File: config.mk
export PLATFORM = sky130hd
export DESIGN_NAME = register_dump_uart
export DESIGN_NICKNAME = d
export VERILOG_FILES = /design/src/rtl/register_dump_uart.sv
export SDC_FILE = /design/constraint.sdc
export NUM_CORES = 1
export LEC_CHECK = 0
export CORE_MARGIN = 3
export CORE_UTILIZATION = 50
export CTS_BUF_LIST = sky130_fd_sc_hd__clkbuf_8 sky130_fd_sc_hd__clkbuf_16
export CTS_CLUSTER_SIZE = 12
export DETAILED_ROUTE_END_ITERATION = 16
export PLACE_DENSITY = 0.74
export SETUP_SLACK_MARGIN = 0.15
export SYNTH_ARGS = -nofsm -noshare
export SYNTH_HDL_FRONTEND = slang
export SYNTH_SLANG_ARGS = --single-unit
File: constraint.sdc
create_clock -name clock -period 2.8 [get_ports clock]
set_clock_uncertainty 0.15 [all_clocks]
set_input_delay 0.28 -clock clock [delete_from_list [all_inputs] [get_ports clock]]
set_output_delay 0.28 -clock clock [all_outputs]
set_load 0.03 [all_outputs]
File: src/rtl/register_dump_uart.sv
// Register-file dump engine: strobes each debug address in turn and streams the
// captured 32-bit word out as four 8N1 UART bytes, most significant byte first.
module register_dump_uart #(
  parameter int CLKS_PER_BIT = 434,
  parameter int NUM_REGS     = 32
) (
  input  logic        clock,
  input  logic        reset,
  input  logic        start,
  input  logic [31:0] data_out_debug,
  output logic [4:0]  read_address_debug,
  output logic        clock_debug,
  output logic        tx,
  output logic        busy,
  output logic        done
);

  localparam int BW = (CLKS_PER_BIT > 1) ? $clog2(CLKS_PER_BIT) : 1;
  localparam logic [BW-1:0] BAUD_LAST = BW'(CLKS_PER_BIT - 1);
  // NEXT occupies the final cycle of the last stop bit, so the exit fires one cycle early.
  localparam logic [BW-1:0] BAUD_EXIT = BW'(CLKS_PER_BIT - 2);
  localparam logic [4:0]    ADDR_LAST = 5'(NUM_REGS - 1);

  localparam logic [2:0] S_IDLE      = 3'd0;
  localparam logic [2:0] S_STROBE_HI = 3'd1;
  localparam logic [2:0] S_STROBE_LO = 3'd2;
  localparam logic [2:0] S_SEND      = 3'd3;
  localparam logic [2:0] S_NEXT      = 3'd4;

  logic [2:0]    state_q, state_d;
  logic [4:0]    addr_q, addr_d;
  logic          strobe_q, strobe_d;
  logic          tx_q, tx_d;
  logic          busy_q, busy_d;
  logic          done_q, done_d;
  logic          load_q, load_d;
  logic [BW-1:0] baud_q, baud_d;
  logic [3:0]    bit_q, bit_d;
  logic [1:0]    byte_q, byte_d;
  logic [31:0]   word_q, word_d;
  logic [7:0]    sr_q, sr_d;

  // Next-state logic for sequencing, strobe generation and serialization.
  always_comb begin
    state_d  = state_q;
    addr_d   = addr_q;
    strobe_d = 1'b0;
    tx_d     = tx_q;
    busy_d   = busy_q;
    done_d   = 1'b0;
    load_d   = load_q;
    baud_d   = baud_q;
    bit_d    = bit_q;
    byte_d   = byte_q;
    word_d   = word_q;
    sr_d     = sr_q;
    case (state_q)
      S_IDLE: begin
        if (start) begin
          busy_d  = 1'b1;
          state_d = S_STROBE_HI;
        end else begin
          state_d = S_IDLE;
        end
      end
      S_STROBE_HI: begin
        strobe_d = 1'b1;
        state_d  = S_STROBE_LO;
      end
      S_STROBE_LO: begin
        load_d  = 1'b1;
        state_d = S_SEND;
      end
      S_SEND: begin
        if (load_q) begin
          load_d = 1'b0;
          word_d = data_out_debug;
          sr_d   = data_out_debug[31:24];
          tx_d   = 1'b0;
          baud_d = {BW{1'b0}};
          bit_d  = 4'd0;
          byte_d = 2'd0;
        end else if (baud_q == BAUD_LAST) begin
          baud_d = {BW{1'b0}};
          if (bit_q == 4'd9) begin
            bit_d  = 4'd0;
            byte_d = byte_q + 2'd1;
            word_d = {word_q[23:0], 8'h00};
            sr_d   = word_q[23:16];
            tx_d   = 1'b0;
          end else begin
            bit_d = bit_q + 4'd1;
            if (bit_q == 4'd8) begin
              tx_d = 1'b1;
            end else begin
              tx_d = sr_q[0];
              sr_d = {1'b0, sr_q[7:1]};
            end
          end
        end else begin
          baud_d = baud_q + BW'(1);
          if (byte_q == 2'd3 && bit_q == 4'd9 && baud_q == BAUD_EXIT) begin
            state_d = S_NEXT;
          end else begin
            state_d = S_SEND;
          end
        end
      end
      S_NEXT: begin
        baud_d = {BW{1'b0}};
        bit_d  = 4'd0;
        byte_d = 2'd0;
        if (addr_q == ADDR_LAST) begin
          addr_d  = 5'd0;
          busy_d  = 1'b0;
          done_d  = 1'b1;
          state_d = S_IDLE;
        end else begin
          addr_d  = addr_q + 5'd1;
          state_d = S_STROBE_HI;
        end
      end
      default: begin
        state_d = S_IDLE;
      end
    endcase
  end

  // State register with asynchronous abort to idle.
  always_ff @(posedge clock or posedge reset) begin
    if (reset) begin
      state_q  <= S_IDLE;
      addr_q   <= 5'd0;
      strobe_q <= 1'b0;
      tx_q     <= 1'b1;
      busy_q   <= 1'b0;
      done_q   <= 1'b0;
      load_q   <= 1'b0;
      baud_q   <= {BW{1'b0}};
      bit_q    <= 4'd0;
      byte_q   <= 2'd0;
      word_q   <= 32'd0;
      sr_q     <= 8'd0;
    end else begin
      state_q  <= state_d;
      addr_q   <= addr_d;
      strobe_q <= strobe_d;
      tx_q     <= tx_d;
      busy_q   <= busy_d;
      done_q   <= done_d;
      load_q   <= load_d;
      baud_q   <= baud_d;
      bit_q    <= bit_d;
      byte_q   <= byte_d;
      word_q   <= word_d;
      sr_q     <= sr_d;
    end
  end

  assign read_address_debug = addr_q;
  assign clock_debug        = strobe_q;
  assign tx                 = tx_q;
  assign busy               = busy_q;
  assign done               = done_q;

endmodule

==> metrics.csv, run 1 <==
metric,value,unit
outcome,"complete, no violations",
area added between synthesis and finish,24.2,%
Num CTS Buffers,9,
final hold vios,0,
antenna violations before repair,0,
port bufs,43,
Setup WS post-layout,0.621,ns
CTS Hold Bufs,0,
Avg Inst Size Synth,11.0,sq um
XOR/XNOR share of the synthesized area,0.834,%
# H-tree levels,3,
"Cell Area, Synth",0.00315,sq mm
commonest cells in the netlist,"dfrtp_1, mux2_2, nand2_1",
full die area,0.00729,sq mm
final setup fails,0,
DRT iter0 DRCs,128,
DRT antenna net count,0,
Synth area leaders,"dfrtp_1, mux2_2, nand2_1",
syn_nets,331,
Worst Tran Pin Value,0.755,ns
Vias/cell,5.55,
min Tclk post-route,2.18,ns
dominant register cell in the synthesized netlist,dfrtp_1,
clock transition at the registers of the reported paths,0.07,ns
library cells used by synthesis,52,
CTS tree,done,
reg2reg start,baud_q[1]$_DFFE_PP0P_,
"Power, Total",1970,uW
Core Area,0.00603,sq mm
Synth Instances,287,
share of post-route cells with drive strength above 1,22.9,%
"EDFF count, synth",0,
final core occ,64.9,%
"Req. time, crit path",2.88,ns
worst-path fanout max,18,
Post-CTS Resized,0,
die width,85.4,microns
Sink Count,60,
final wirelength,6510,microns
fraction of the mapped netlist area in compound gates,12.8,%
DR WL/cell,15.7,microns
io pins,44,
FMAX,0.459,GHz
fin crit share,77.8,%
"worst slack, placed",0.651,ns
largest family of logic cells by synthesized area,multiplexers,
P_leak,0.00165,uW
synth warn,0,
critical path arrival,2.25,ns
RSZ-0062 raised after global routing,false,
max-slew violation count,0,
Synth top area share,46.9,%
grt total ovfl,0,
crit path from,baud_q[1]$_DFFE_PP0P_,
Setup CP Type,reg -> reg,
worst hold path type,in -> async,
CTS Root Cell,clkbuf_8,
Yosys top cell by area,dfrtp_1,
drt first pass iters,4,
Worst Setup End Kind,flip-flop,
Die Y-Extent,85.4,microns
Synth Area in Adders,3.57,%
reg2reg end,word_q[15]$_DFFE_PP0P_,
flop2flop setup slack,0.62,ns
CP Launch Type,flip-flop,
Total GRT Usage,20.1,%
worst-skew pair later-pin latency,0.34,ns
clk buf depth,2,
post-synthesis sequential area ratio,47.7,%
Synth Register Bits,60,
# nets final,379,
postcts setup bufs,0,
maxcap violations,0,
post-synthesis mux area share,17.6,%
drc violations,0,
vias in the first global route,2358,
setup_tns,0,ns
Vias,2305,
Initial Utilization,52.3,%
fillcell total,501,
hpwl dp,4480,microns
row cnt,28,
Ant. Diodes,0,
top-count cell post-synth,dfrtp_1,
post-synthesis simple-gate area fraction,13.9,%
Pwr Density,505,mW/mm^2
post-synthesis async set-or-reset flop share,100,%
gpl congestion,0.814,
relative slew slack,49.7,%
largest net degree at the start of global routing,61,
worst-case reg-to-reg path depth,7,
global-route wire length before repair,11400,microns
Peak supply drop,0.375,mV
==> sequential cells by signal, indices dropped and copies added (netlist names) <==
name / flops
word_q: 24
baud_q: 9
sr_q: 8
read_address_debug: 5
bit_q: 4
state_q: 3
byte_q: 2
busy: 1
clock_debug: 1
done: 1
load_q: 1
tx: 1
==> per-stage QoR <==
step                      hold WS, ns  instance area (sq um)  cells
after global routing            0.362                   3910    415
final                           0.306                   3910    415
after floorplan                 0.270                   3150    287
after global placement          0.331                   3660    399
after detailed placement        0.332                   3660    399
after CTS                       0.331                   3910    415
==> worst max path at each step <==
stage	slack, ns	endpoint	cells past startpoint
floorplan	0.76	word_q[10]$_DFFE_PP0P_	8
detailed placement	0.65	word_q[16]$_DFFE_PP0P_	7
global placement	0.70	sr_q[2]$_DFFE_PP0P_	6
CTS	0.63	sr_q[7]$_DFFE_PP0P_	6
global route	0.47	word_q[15]$_DFFE_PP0P_	7
finish	0.62	word_q[15]$_DFFE_PP0P_	7
==> cell usage in the layout, fill, tap and decap left out, drive strengths merged, types with 2 or more instances in the layout <==
cell	n
dfrtp	59
clkdlybuf4s50	43
mux2	42
nand2	31
o21ai	20
nor2	13
a21oi	11
a22o	10
clkbuf	10
buf	10
ha	9
mux2i	8
inv	8
nand2b	5
a31oi	4
nand4	3
o31ai	3
and3	3
nand3	3
bufinv	3
nor3	3
a211oi	3
nand3b	2
or4	2
and3b	2
or3	2
nor3b	2
o211ai	2
xnor2	2
or3b	2
clkinv	2
==> power by group <==
group | internal [uW] | switching, uW | total (uW)
clock | 615 | 351 | 966
combinational | 70.1 | 34.2 | 104
sequential | 890 | 13.9 | 904
total | 1580 | 399 | 1970
==> metal layers <==
| layer | global-route usage [%] | wire, microns | part of all wire, % | vias to the layer above |
|---|---|---|---|---|
| met2 | 31.3 | 3120 | 48 | 43 |
| met4 | 8.49 | 116 | 1.8 | 0 |
| met5 | 0 | 0 | 0 | - |
| met1 | 26.1 | 3000 | 46 | 1108 |
| li1 | - | - | - | 1144 |
| met3 | 6.12 | 277 | 4.3 | 10 |
==> cell type report <==
| class | count | area [sq um] | share of cell area (%) |
|---|---|---|---|
| Multi-Input combinational cell | 203 | 1530 | 39.1 |
| Sequential cell | 60 | 1500 | 38.4 |
| Timing Repair Buffer | 53 | 505 | 12.9 |
| Clock buffer | 10 | 138 | 3.52 |
| Clock inverter | 6 | 111 | 2.85 |
| Tap cell | 75 | 93.8 | 2.40 |
| Inverter | 8 | 30.0 | 0.768 |
==> worst max-delay path, cell delays in order, from the launching register on <==
cell and delay (ns):
dfrtp_1 0.39, inv_1 0.09, ha_1 0.20, nand4bb_1 0.20, nor3_2 0.26, o21a_1 0.14, buf_4 0.25, mux2_2 0.37
==> logic make-up (layout without fill, tap and decap cells) <==
logic type | count (synthesis) | in the layout
flops | 60 | 60
compound gates | 60 | 60
fa+ha+maj | 9 | 9
xor+xnor | 3 | 3
mux | 50 | 50
buf+inv | 24 | 77
simple gates | 81 | 81
Power figures use the tool's default switching activity.
==> inputs of run 2 (changes only) <==
Clock period 2.8 ns to 2.25 ns, I/O delays scaled along.
==> run 2 against run 1 <==
Compared with the run above:
- clock-buffer cell count down 1
- flip-flop and latch count unchanged
- final cell count increased by 2.9%
- design area is 2.3% higher
- total power increased by 9.9%
- global-route usage is 0.62 points lower
- combinational power is 30% higher
- non-clock buffer count grew 12
- setup slack got worse by 0.46 ns
- core utilization rose by 1.5 points
- sequential power increased by 25%
- clock power down 5.8%
==> metrics.csv, run 2 (same netlist as run 1, synthesis figures left out) <==
metric,value,unit
Multi-input gate area,0.00155,sq mm
gpl congestion,0.821,
CP Launch Type,flip-flop,
flop2flop setup slack,0.17,ns
setup_tns,0,ns
"delay-heaviest family, CP",simple AND/OR/NAND/NOR gates,
clk buf depth,2,
RSZ-0062 raised after global routing,true,
"most common cell after layout, fill and taps aside",dfrtp_1,
vias in the first global route,2374,
Crit path depth,7,
CP bufs+invs,2,
Worst path slowest cell,dfrtp_1,
final core occ,66.4,%
DRT iter0 DRCs,157,
CTS Root Cell,clkbuf_8,
final hold vios,0,
fin crit share,92.6,%
FMAX,0.480,GHz
port bufs,43,
# H-tree levels,3,
"worst slack, placed",0.164,ns
P_leak,0.00170,uW
"Req. time, crit path",2.32,ns
fillcell total,480,
max-slew violation count,0,
Worst Tran Pin Value,0.793,ns
grt total ovfl,0,
final wirelength,6940,microns
critical path arrival,2.15,ns
Core Area,0.00603,sq mm
Ant. Diodes,0,
max incr delay on CP,0.42,ns
Setup WS post-layout,0.166,ns
die width,85.4,microns
Setup CP Type,reg -> reg,
placed cells,401,
biggest regs,"word_q x24, baud_q x9, sr_q x8",
Layout Cells excl Fill,427,
Num CTS Buffers,9,
area added between synthesis and finish,27.0,%
number of flip-flops in the largest register,24,
DR WL/cell,16.2,microns
Largest Register,word_q,
worst-case reg-to-reg path depth,7,
Sink Count,60,
placed inst area,0.00370,sq mm
min Tclk post-route,2.08,ns
row cnt,28,
Worst Setup End Kind,flip-flop,
antenna violations before repair,0,
worst-skew pair later-pin latency,0.34,ns
reg2reg start,bit_q[1]$_DFFE_PP0P_,
outcome,"complete, no violations",
DRT antenna net count,0,
Total GRT Usage,19.5,%
clock transition at the registers of the reported paths,0.07,ns
Initial Utilization,52.3,%
full die area,0.00729,sq mm
share of post-route cells with drive strength above 1,27.0,%
io pins,44,
Pwr Density,542,mW/mm^2
# nets final,391,
reg2reg end,word_q[12]$_DFFE_PP0P_,
largest net degree at the start of global routing,30,
most frequent cells in the layout,"dfrtp_1, clkdlybuf4s50_1, mux2_2",
drc violations,0,
final setup fails,0,
drt first pass iters,4,
hpwl dp,4730,microns
Vias,2456,
Vias/cell,5.75,
worst path cell trace,inv_2 -> ha_4 -> nand3b_1 -> nor3_2 -> o21a_2 -> clkbuf_16 -> mux2_2,
global-route wire length before repair,11400,microns
relative slew slack,46.7,%
final instance area,0.00400,sq mm
Reg area,0.00150,sq mm
maxcap violations,0,
worst-path fanout max,8,
CTS tree,done,
Peak supply drop,0.532,mV
Die Y-Extent,85.4,microns
worst hold path type,in -> async,
[run 2: changes by cell type in the layout (fill, tap and decap cells not counted), moves of 2 or more]
cell	delta
buf_4	+8
buf_12	+2
bufinv_16	-2
clkinv_2	+2
ha_1	-2
inv_2	+2
[run 2: worst max-delay path by stage]
stage | from | end | slack (ns)
5_1_grt | bit_q[1]$_DFFE_PP0P_ | word_q[12]$_DFFE_PP0P_ | 0.09
4_1_cts | baud_q[1]$_DFFE_PP0P_ | word_q[21]$_DFFE_PP0P_ | 0.15
6_report | bit_q[1]$_DFFE_PP0P_ | word_q[12]$_DFFE_PP0P_ | 0.17
3_3_place_gp | baud_q[1]$_DFFE_PP0P_ | word_q[16]$_DFFE_PP0P_ | 0.23
2_1_floorplan | baud_q[1]$_DFFE_PP0P_ | word_q[10]$_DFFE_PP0P_ | 0.21
3_5_place_dp | bit_q[1]$_DFFE_PP0P_ | sr_q[1]$_DFFE_PP0P_ | 0.16
[run 2: layout make-up]
type                    count  share of cell area [%]
inverters                   8                   0.750
flip-flops and latches     60                    37.6
repair buffers             65                    16.0
multi-input cells         203                    38.7
clock buffers               9                    3.09
well taps                  75                    2.34
clock inverters             7                    1.50
[run 2: layer usage]
layer / up-vias / share of wire [%] / GRT usage, %
met2: 75 / 49 / 30.9
met4: 0 / 1.9 / 6.62
met1: 1204 / 44 / 25.8
met5: - / 0 / 0
li1: 1166 / - / -
met3: 11 / 4.9 / 5.24
[run 2: stage by stage]
| stage | total power, uW | hold slack, ns |
|---|---|---|
| 2_1_floorplan | 1200 | 0.215 |
| 3_3_place_gp | 1280 | 0.330 |
| 3_5_place_dp | 1280 | 0.330 |
| 4_1_cts | 2190 | 0.0140 |
| 5_1_grt | 2260 | 0.0662 |
| 6_report | 2170 | 0.0103 |
[run 2: what timing repair did]
item / CTS / global route
hold buffers: 0 / 0
gates resized for setup: 0 / 9
setup buffers: 0 / 9
endpoints found under the setup margin: 0 / 34
[run 2: power breakdown]
group / internal [uW] / switching, uW / total (uW)
registers: 1110 / 17.4 / 1130
clock network: 497 / 413 / 910
logic: 90.8 / 44.0 / 135
==> edit 1 (config.mk and constraints of run 1) <==
Reset style: synchronous (`reset`), changed in one clocked block. Comments in the files are not updated.
--- a/src/rtl/register_dump_uart.sv
+++ b/src/rtl/register_dump_uart.sv
@@ -128,5 +128,5 @@
 
   // State register with asynchronous abort to idle.
-  always_ff @(posedge clock or posedge reset) begin
+  always_ff @(posedge clock) begin
     if (reset) begin
       state_q  <= S_IDLE;
Behaviour: differs if reset is asserted again (counterexample within 4 cycles, from zero or initial values and one cycle with reset high); with reset held inactive, the same outputs for 10 cycles.
==> edit 1 against run 1 <==
Wire length rose by 2.0%; via count is 13% higher; cell area decreased by 6.3%; clock power fell by 15%; area after synthesis fell by 4.3%; critical path depth unchanged; critical endpoint is now word_q[4]; setup slack worse by 0.12 ns; power is 3.4% lower; sequential share of layout area is 5.6 points lower; sequential power decreased by 0.9%; worst hold slack worse by 0.081 ns; sequential cell count stayed put.
==> edit 1: results (changes against run 1) <==
metric	value	unit	change
outcome	finished, final reports clean		unchanged
top cells by area, synth	dfxtp_1, mux2i_1, a21oi_1		was dfrtp_1, mux2_2, nand2_1
Max Cap Violations	0		unchanged
Net Count, Synth	377		was 331
Fill cells	472		was 501
CP peak stage delay	0.41	ns	was 0.39 ns
GRT Total Usage	19.88	%	was 20.11%
top cells by count, synth	dfxtp_1, a21oi_1, nand2_1		was dfrtp_1, mux2_2, nand2_1
fraction of layout cells with a size suffix above 1	10.78	%	was 22.94%
# diodes	0		unchanged
# port buffers	43		unchanged
Synth Area in Compound Gates	23.90	%	was 12.79%
WL/cell	14.98	um	was 15.69 um
global-route wire length before repair	11.44	mm	was 11.38 mm
P_clk	825	uW	was 966 uW
Synth Area in Adders	3.734	%	was 3.574%
hold crit path type	input port to flop		was input port to asynchronous set/reset pin
gpl congestion	0.7847		was 0.8135
clock tree buffer depth	2		unchanged
ys flop type	dfxtp_1		was dfrtp_1
post-synthesis sequential area ratio	39.83	%	was 47.70%
peak supply drop	0.3555	mV	was 0.3748 mV
Netlist cell types	54		was 52
initial antenna violation count	0		unchanged
total number of vias	2607		was 2,305
Hold Crit Depth	2		
worst skew pair latency	0.34	ns	about the same
asr flop ratio synth	0	%	was 100.0%
CP delay by family, top	compound AO/OA/AOI/OAI gates		was simple AND/OR/NAND/NOR gates
largest net degree at the start of global routing	33		was 61
critical path arrival	2.43	ns	was 2.25 ns
switching power	454.9	uW	was 398.9 uW
Worst Path Max Fanout	12		was 18
number of global-route vias before repair	2430		was 2,358
TritonCTS Buffers	9		unchanged
critical path's slowest cell	dfxtp_1		was dfrtp_1
TritonRoute pass-1 iters	4		unchanged
static leakage	0.001245	uW	was 0.001655 uW
combinational power	187	uW	was 104 uW
post-synthesis mux area share	8.589	%	was 17.55%
worst-margin pin slew	0.5400	ns	was 0.7546 ns
drt initial violations	119		was 128
DPL Wire Length	4.626	mm	was 4.481 mm
register clock-pin slew on the reported worst setup and hold paths	0.07	ns	about the same
# nets final	411		was 379
post-synthesis xor/xnor area fraction	0.8714	%	was 0.8340%
FF-to-FF path depth	7		unchanged
top flop regs	word_q: 24 flops, baud_q: 9 flops, sr_q: 8 flops		unchanged
[edit 1: changes by cell type in the layout (fill, tap and decap cells not counted), moves of 8 or more]
cell / change
a211oi_1: +16
a21oi_1: +25
dfrtp_1: -59
dfxtp_1: +59
mux2_2: -35
mux2i_1: +10
nand2_1: -8
[edit 1: area by class of cell]
class,count,area [um^2],area share (%)
clock inverters,6,81.33,2.219
multi-input cells,237,1648,44.96
flip-flops and latches,60,1202,32.81
clock buffers,9,123.9,3.380
inverters,7,26.28,0.7170
repair buffers,52,493.0,13.45
well taps,72,90.09,2.458
[edit 1: kinds of logic (layout without fill, tap and decap cells)]
| kind of cell | count (synthesis) | in the layout |
|---|---|---|
| compound gates | 106 | 106 |
| simple gates | 94 | 94 |
| flops | 60 | 60 |
| buf+inv | 36 | 74 |
| mux | 25 | 25 |
| fa+ha+maj | 9 | 9 |
| xor+xnor | 3 | 3 |
[edit 1: final timing paths]
check | start | to | slack (ns)
setup reg to reg | baud_q[1] | word_q[4] | 0.50
hold / removal | reset | sr_q[0] | 0.22
setup / recovery | baud_q[1] | word_q[4] | 0.50
hold reg to reg | sr_q[1] | sr_q[1] | 0.32
[edit 1: metrics by stage]
step	util (%)	cell area [um^2]	setup slack [ns]	total power (uW)	instances
floorplan	-	3015	0.7767	1021	333
global placement	60.96	3460	0.6107	1097	428
detailed placement	60.96	3460	0.5468	1101	428
CTS	64.57	3665	0.5161	1921	443
global route	64.57	3665	0.2910	1984	443
finish	64.57	3665	0.4974	1907	443
[edit 1: layer usage]
metal | global-route usage [%] | wire [um] | part of all wire (%)
met1 | 26.02 | 3143 | 47
met2 | 31.60 | 3136 | 47
met3 | 4.936 | 269 | 4.1
met4 | 7.456 | 89 | 1.3
met5 | 0 | 0 | 0
==> edit 2 (settings of run 1) <==
Made on the original files. Set the parameter `CLKS_PER_BIT` to 1736 (it was 434).
--- a/src/rtl/register_dump_uart.sv
+++ b/src/rtl/register_dump_uart.sv
@@ -2,5 +2,5 @@
 // captured 32-bit word out as four 8N1 UART bytes, most significant byte first.
 module register_dump_uart #(
-  parameter int CLKS_PER_BIT = 434,
+  parameter int CLKS_PER_BIT = 1736,
   parameter int NUM_REGS     = 32
 ) (
Formal check against the unedited RTL: same outputs for any inputs over 10 cycles, from zero or initial values and one cycle with reset high; that may be too few to reach the edited logic, so the function may still have changed.
==> edit 2 against run 1 <==
Non-clock buffer count fell by 5; wire length increased by 17%; cell area is 2.6% higher; sequential cell count grew 2; sequential share of layout area rose by 0.27 points; core utilization decreased by 2.4 points; cell count is 8.0% higher; area after synthesis grew 5.8%; setup slack got worse by 0.14 ns; global-route usage up 0.53 points; die area grew 5.4%; worst hold slack worse by 0.17 ns; power is 8.9% lower; critical endpoint is now tx.
==> edit 2: results (changes against run 1) <==
metric	value	unit	change
outcome	finished, final reports clean		unchanged
Fill cells	529		was 501
multi-input gates	234		was 203
Slew HR	20.22	%	was 49.69%
static leakage	0.001644	uW	was 0.001655 uW
peak supply drop	0.3509	mV	was 0.3748 mV
multi-input combinational cell area	1652	um^2	was 1531 um^2
sequential cell area share	38.67	%	was 38.41%
Finished Layout Cells	448		was 415
worst skew pair latency	0.34	ns	about the same
post-synthesis mux area share	9.122	%	was 17.55%
count of plain and timing-repair buffers	48		was 53
largest net degree at the start of global routing	41		was 61
Synth Area in Adders	3.003	%	was 3.574%
number of global-route vias before repair	2552		was 2,358
Layout clock area frac	4.706	%	was 6.364%
clock tree buffer depth	2		unchanged
Met1 Wirelength	3.435	mm	was 2.998 mm
fraction of layout cells with a size suffix above 1	13.48	%	was 22.94%
TritonCTS Buffers	9		unchanged
post-synthesis sequential area ratio	46.58	%	was 47.70%
hold crit path type	input port to asynchronous set/reset pin		unchanged
Net Count, Synth	367		was 331
final WL	7.600	mm	was 6.510 mm
post-synthesis xor/xnor area fraction	0.5255	%	was 0.8340%
# nets final	410		was 379
Worst Path Max Fanout	11		was 18
gpl congestion	0.8469		was 0.8135
via/cell ratio	5.960		was 5.554
top flop regs	word_q: 24 flops, baud_q: 11 flops, sr_q: 8 flops		was word_q: 24 flops, baud_q: 9 flops, sr_q: 8 flops
Netlist cell types	58		was 52
signal buffers share of area	11.97	%	was 12.92%
DR WL met2	3.725	mm	was 3.119 mm
Synth Instances	324		was 287
top cells by area, synth	dfrtp_1, mux2i_1, o21ai_0		was dfrtp_1, mux2_2, nand2_1
GRT Total Usage	20.65	%	was 20.11%
dpl ws	0.5125	ns	was 0.6513 ns
Tapcells	77		was 75
DPL Wire Length	5.297	mm	was 4.481 mm
Area growth syn-to-layout	20.46	%	was 24.19%
DR WL met3	321	um	was 277 um
Yosys reg bits	62		was 60
# port buffers	43		unchanged
critical path arrival	2.44	ns	was 2.25 ns
Inverters, non-clock	12		was 8
placed insts	433		was 399
Synth Area in Compound Gates	18.13	%	was 12.79%
global-route wire length before repair	12.19	mm	was 11.38 mm
drt initial violations	121		was 128
Placed Area	3826	um^2	was 3664 um^2
[edit 2: path summary, 6_finish.rpt]
kind                                 from         to  slack, ns  cells after the start
worst max-delay path            baud_q[0]         tx       0.48                      5
worst min-delay path                reset  byte_q[0]       0.14                      2
worst max register to register  baud_q[0]         tx       0.48                      5
worst min register to register         tx         tx       0.34                      2
max in group asynchronous           reset         tx       1.72                      3
min in group clock                     tx         tx       0.34                      2
[edit 2: critical path: stages (launching register included)]
cell	delay (ns)
dfrtp_1	0.44
ha_1	0.29
nand3b_4	0.15
or4_4	0.65
a21oi_2	0.35
mux2i_1	0.22
[edit 2: where the power goes]
group / switching (uW) / total [uW] / internal, uW
clock network: 335 / 759 / 423
registers: 16.3 / 936 / 919
logic: 36.5 / 103 / 66.6
total: 388 / 1800 / 1410
[edit 2: per-layer routing]
metal | vias up | global-route usage (%)
met3 | 11 | 4.421
li1 | 1281 | -
met5 | - | 0
met2 | 64 | 34.18
met4 | 0 | 8.926
met1 | 1314 | 26.12
